===== src/rtl/game_pkg.sv =====
// Shared game definitions: FSM state encoding and playfield geometry used by
// the shape decoder, display driver and asteroid field scroller.
package game_pkg;

    typedef enum logic [1:0] {
        IDLE  = 2'd0,
        RUN   = 2'd1,
        CRASH = 2'd2
    } game_state_e;

    localparam int unsigned ASTEROID_COLS  = 7;
    localparam int unsigned PLAYFIELD_ROWS = 8;

endpackage : game_pkg


===== src/rtl/game_tick_gen.sv =====
// Scroll-step timebase: counts TICK_DIV enabled cycles and pulses tick on the
// last one; clr restarts the count from zero.
module game_tick_gen #(
    parameter int unsigned TICK_DIV = 5000000
) (
    input  logic clk,
    input  logic rst_n,
    input  logic en,
    input  logic clr,
    output logic tick
);

    localparam int unsigned CW = (TICK_DIV > 2) ? $clog2(TICK_DIV) : 1;
    localparam logic [CW-1:0] LAST = CW'(TICK_DIV - 1);

    logic [CW-1:0] cnt_q, cnt_d;

    always_comb begin
        tick  = en && (cnt_q == LAST);
        cnt_d = cnt_q;
        if (clr) begin
            cnt_d = '0;
        end else if (en) begin
            cnt_d = tick ? '0 : cnt_q + 1'b1;
        end
    end

    always_ff @(posedge clk or negedge rst_n) begin
        if (!rst_n) begin
            cnt_q <= '0;
        end else begin
            cnt_q <= cnt_d;
        end
    end

endmodule : game_tick_gen


===== src/rtl/asteroid_field_scroller.sv =====
// Scrolls decoder shape rows down a playfield shift register each game tick,
// detects player collisions on the bottom row and keeps a dodge score.
module asteroid_field_scroller
    import game_pkg::*;
#(
    parameter int unsigned COLS     = ASTEROID_COLS,
    parameter int unsigned ROWS     = PLAYFIELD_ROWS,
    parameter int unsigned TICK_DIV = 5000000,
    parameter int unsigned SCORE_W  = 8
) (
    input  logic                 clk,
    input  logic                 rst_n,
    input  logic                 start,
    input  logic [COLS-1:0]      shape_in,
    input  logic [2:0]           player_col,
    output logic                 shape_req,
    output logic [ROWS*COLS-1:0] field_out,
    output logic                 running,
    output logic                 crash,
    output logic [SCORE_W-1:0]   score
);

    game_state_e state_q, state_d;
    logic [ROWS*COLS-1:0] field_q, field_d;
    logic [SCORE_W-1:0]   score_q, score_d;
    logic                 running_q, running_d;
    logic                 crash_q, crash_d;

    logic [COLS-1:0] bottom_row;
    logic [2:0]      col_idx;
    logic            hit;
    logic            start_go;
    logic            step;

    assign bottom_row = field_q[(ROWS-1)*COLS +: COLS];
    assign col_idx    = (int'(player_col) >= int'(COLS)) ? 3'(COLS - 1) : player_col;
    assign hit        = (state_q == RUN) && bottom_row[col_idx];
    // start is only honoured outside RUN, so it never disturbs a live game's timebase
    assign start_go   = start && (state_q != RUN);

    game_tick_gen #(
        .TICK_DIV(TICK_DIV)
    ) u_tick (
        .clk  (clk),
        .rst_n(rst_n),
        .en   ((state_q == RUN) && !hit),
        .clr  (start_go),
        .tick (step)
    );

    always_ff @(posedge clk or negedge rst_n) begin
        if (!rst_n) begin
            state_q   <= IDLE;
            running_q <= 1'b0;
            crash_q   <= 1'b0;
            field_q   <= '0;
            score_q   <= '0;
        end else begin
            state_q   <= state_d;
            running_q <= running_d;
            crash_q   <= crash_d;
            field_q   <= field_d;
            score_q   <= score_d;
        end
    end

    always_comb begin
        state_d = state_q;
        case (state_q)
            IDLE:    if (start) state_d = RUN;
            RUN:     if (hit)   state_d = CRASH;
            CRASH:   if (start) state_d = RUN;
            default: state_d = IDLE;
        endcase
    end

    always_comb begin
        running_d = (state_d == RUN);
        crash_d   = (state_d == CRASH);
        shape_req = step;
    end

    // A hit suppresses step, so the colliding row stays in place and unscored
    always_comb begin
        field_d = field_q;
        score_d = score_q;
        if (start_go) begin
            field_d = '0;
            score_d = '0;
        end else if (step) begin
            field_d = {field_q[(ROWS-1)*COLS-1:0], shape_in};
            if ((bottom_row != '0) && (score_q != '1)) begin
                score_d = score_q + 1'b1;
            end
        end
    end

    assign field_out = field_q;
    assign running   = running_q;
    assign crash     = crash_q;
    assign score     = score_q;

endmodule : asteroid_field_scroller


===== config.mk =====
export PLATFORM = sky130hd
export DESIGN_NAME = asteroid_field_scroller
export DESIGN_NICKNAME = d
export VERILOG_FILES = /design/src/rtl/game_pkg.sv /design/src/rtl/game_tick_gen.sv /design/src/rtl/asteroid_field_scroller.sv
export SDC_FILE = /design/constraint.sdc
export NUM_CORES = 1
export LEC_CHECK = 0
export ABC_AREA = 1
export ABC_CLOCK_PERIOD_IN_PS = 2200
export BUFFER_PORTS_ARGS = -buffer_cell sky130_fd_sc_hd__buf_2
export CORE_MARGIN = 5
export CORE_UTILIZATION = 45
export CTS_CLUSTER_DIAMETER = 120
export DETAILED_ROUTE_END_ITERATION = 12
export GPL_TIMING_DRIVEN = 0
export PLACE_DENSITY = 0.75
export SYNTH_ARGS = -nofsm -noshare
export SYNTH_HDL_FRONTEND = slang
export SYNTH_SLANG_ARGS = --single-unit
export TNS_END_PERCENT = 100

===== constraint.sdc =====
create_clock -name clk -period 2.2 [get_ports clk]
set_input_delay 0.33 -clock clk [delete_from_list [all_inputs] [get_ports clk]]
set_output_delay 0.33 -clock clk [all_outputs]
set_load 0.01 [all_outputs]

==> impl_metrics.yaml <==
setup_path:
  cp-start-kind: "flip-flop"
  critPathBufInv: 3
  crit_path_end_kind: "primary output"
  cp_slowest_cell: "dfrtp_1"
  crit_required_ns: 1.87
  cp_cell_sequence: "nand2_1 -> inv_1 -> nand4_1 -> nor2_4 -> nand3_4 -> inv_8 -> buf_2"
  r2r-start: "u_tick.cnt_q[4]$_DFFE_PN0P_"
  cp_top_family: "simple AND/OR/NAND/NOR gates"
  worst-path-max-fanout: 7
  arrival_ns: 1.76
  rrSetupSlack_ns: 0.33
  crit_type: "reg2out"
  crit_start: "u_tick.cnt_q[4]$_DFFE_PN0P_"
  cpPeakStageDelay_ns: 0.46
die:
  die_height_um: 111
  start_util_pct: 45.3
  core_mm2: 0.0102
  rows: 37
  chipWidth_um: 111
  io_pins: 80
  dieArea_mm2: 0.0124
synth:
  yosysSeqAreaShare_pct: 49.3
  yosys_register_bits: 91
  synth_area_mm2: 0.00462
  synthXorXnorAreaFrac_pct: 1.90
  synth-simple-area-share_pct: 35.0
  yosys.cell_types.count: 28
  synth_compound_area_share_pct: 4.93
  synth_top_family_by_area: "simple AND/OR/NAND/NOR gates"
  ys_warn_count: 0
  yosys.area.top_type_share_pct: 49.3
  syn_nets: 623
  syn_inst: 608
  synthTopCellsByArea: "dfrtp_1, nand2_1, nand3_1"
  yosys-mux-area-fraction_pct: 0
  synth.avg_cell_area_um2: 7.60
  synthAdderAreaFrac_pct: 0.542
  yosys.area.top_type: "dfrtp_1"
min_path:
  hold_path.class: "in2reg"
  hp-start: "shape_in[5]"
detailed_routing:
  ant_nets: 0
  dr.pass1.iters: 6
  wl_per_cell_um: 14.2
  drt-initial-drc-count: 282
  vias_per_cell: 5.11
  routed_wl_um: 12100
  drc: 0
  via_count: 4364
cells_and_area:
  syn2layout_area_growth_pct: 20.8
  fin_nets: 728
  final_layout_size_suffix_gt1_share_pct: 20.3
  antenna_cells: 0
  finalInstanceArea_mm2: 0.00558
clock_tree:
  insertion_delay_ns: 0.36
  cts_root_buf: "clkbuf_8"
  clk_pin_slew_ns: 0.10
  cts_buffer_depth: 2
  h-tree-depth: 3
  cts_sinks: 91
  cts_buffers: 9
  cts_tree: "done"
timing:
  slew_violations: 0
  final-hold-violation-count: 0
  worst_pin_slew_ns: 0.574
  setup_violations: 0
  max_freq_mhz: 480
  finClkSkew_ns: 0.0107
  relSlewSlack_pct: 61.7
  min_period_ns: 2.09
  period_share_pct: 94.8
global_routing:
  grt_pass1_vias: 4236
  track_usage_pct: 20.0
  grt_pass1_wl_um: 20600
  grt_antenna_before_repair: 0
  grt_max_degree: 55
  gr-total-overflow: 0
outcome:
  status: "finished, final reports clean"
flow_run:
  drv_cap: 0
power:
  peakVddDrop_mv: 0.334
  power_uw: 3860
  p_per_area_mw_per_mm2: 692
  p_leak_uw: 0.00305
placed_design:
  place_area_mm2: 0.00521
  io_buffers: 79
  hpwl_um: 8760
  gp_congestion: 0.937
[state kept, by name, indices dropped and copies added, names as in the netlist]
name / count
score: 8
state_q: 2
u_tick.cnt_q: 23
running: 1
crash: 1
field_out: 56
[area by class of cell]
class                      instances  area (um^2)
fill                             983         4610
sequential                        91         2280
multi-input combinational        429         1980
timing repair buffer              95          541
inverter                          66          255
tap                              136          170
clock buffer                      10          138
buffer                            21          129
clock inverter                     6         77.6
[through the flow]
stage / hold WS, ns / TNS [ns] / utilization (%) / cells / setup slack, ns
2_1_floorplan: 0.0344 / 0 / - / 608 / 0.391
3_3_place_gp: 0.480 / -3.70 / 50.9 / 823 / -0.0981
3_5_place_dp: 0.339 / -0.0812 / 51.2 / 824 / -0.0812
4_1_cts: 0.155 / 0 / 53.9 / 844 / 0.00236
5_1_grt: 0.161 / -0.0132 / 54.8 / 854 / -0.0132
6_report: 0.164 / 0 / 54.8 / 854 / 0.115
[worst min-delay path, cell delays in order]
cell and delay, ns:
buf_2 0.07, nand2_1 0.04, nand2_1 0.05
[power breakdown]
group	internal, uW	switching (uW)	total [uW]
Sequential	1740	68.7	1810
Clock	581	660	1240
Combinational	236	574	810
Total	2560	1300	3860
[timing repair]
item | 4_1_cts | 5_1_grt
buffers inserted | 4 | 10
hold buffers | 1 | 0
pin swaps | 1 | 3
gates resized for setup | 6 | 8
setup endpoints to repair | 1 | 1
hold endpoints to repair | 37 | 0
[placed cells by master (no fill, tap or decap), drive strengths merged, types with 2 or more instances in the layout]
| cell type | synthesis | final |
|---|---|---|
| nand2 | 209 | 209 |
| buf | 16 | 109 |
| dfrtp | 91 | 91 |
| nand3 | 84 | 84 |
| inv | 66 | 70 |
| nor2 | 52 | 52 |
| o21ai | 36 | 36 |
| nand4 | 23 | 23 |
| clkbuf | 6 | 16 |
| xor2 | 10 | 10 |
| o22ai | 5 | 5 |
| nor3b | 2 | 2 |
| nor3 | 2 | 2 |
| or2 | 2 | 2 |
| ha | 2 | 2 |
[cells by family after synthesis]
family | after synthesis
AO/OA/AOI/OAI | 43
XOR/XNOR | 10
flip-flops | 91
adder cells (fa/ha/maj) | 2
AND/OR/NAND/NOR | 374
buffers and inverters | 88
[synthesized netlist by cell type]
cell and count:
buf_6 2, nand3_1 82, nand2_1 206, nand4_1 23
o21ai_1 1, nand3_2 1, buf_4 10, ha_1 2
nor2_1 50, o21ai_0 34, nand3_4 1, inv_1 61
buf_2 1, nor2_2 1, o21a_1 1, nor3b_1 2
inv_2 5, nor3_1 2, o21ai_2 1, nor2_4 1
nand2_2 3, dfrtp_1 91, clkbuf_1 6, o22ai_1 5
a21oi_1 1, buf_1 3, xor2_1 10, or2_2 2
[final timing paths]
| kind | cells past startpoint | end |
|---|---|---|
| setup / recovery | 7 | shape_req |
| hold / removal | 3 | field_out[5]$_DFFE_PN0P_ |
| setup reg to reg | 9 | field_out[13]$_DFFE_PN0P_ |
| hold reg to reg | 2 | field_out[47]$_DFFE_PN0P_ |
| max in group asynchronous | 3 | u_tick.cnt_q[2]$_DFFE_PN0P_ |
| min in group asynchronous | 2 | u_tick.cnt_q[16]$_DFFE_PN0P_ |
[routing by layer]
metal | wire [um] | share of wire [%] | global-route usage [%] | vias up
li1 | - | - | - | 2159
met1 | 5480 | 45 | 27.8 | 2030
met2 | 5500 | 45 | 31.2 | 150
met3 | 880 | 7.3 | 4.15 | 25
met4 | 240 | 2.0 | 7.30 | 0
met5 | 0 | 0 | 0 | -
No activity file was read; power rests on OpenSTA's default activity.
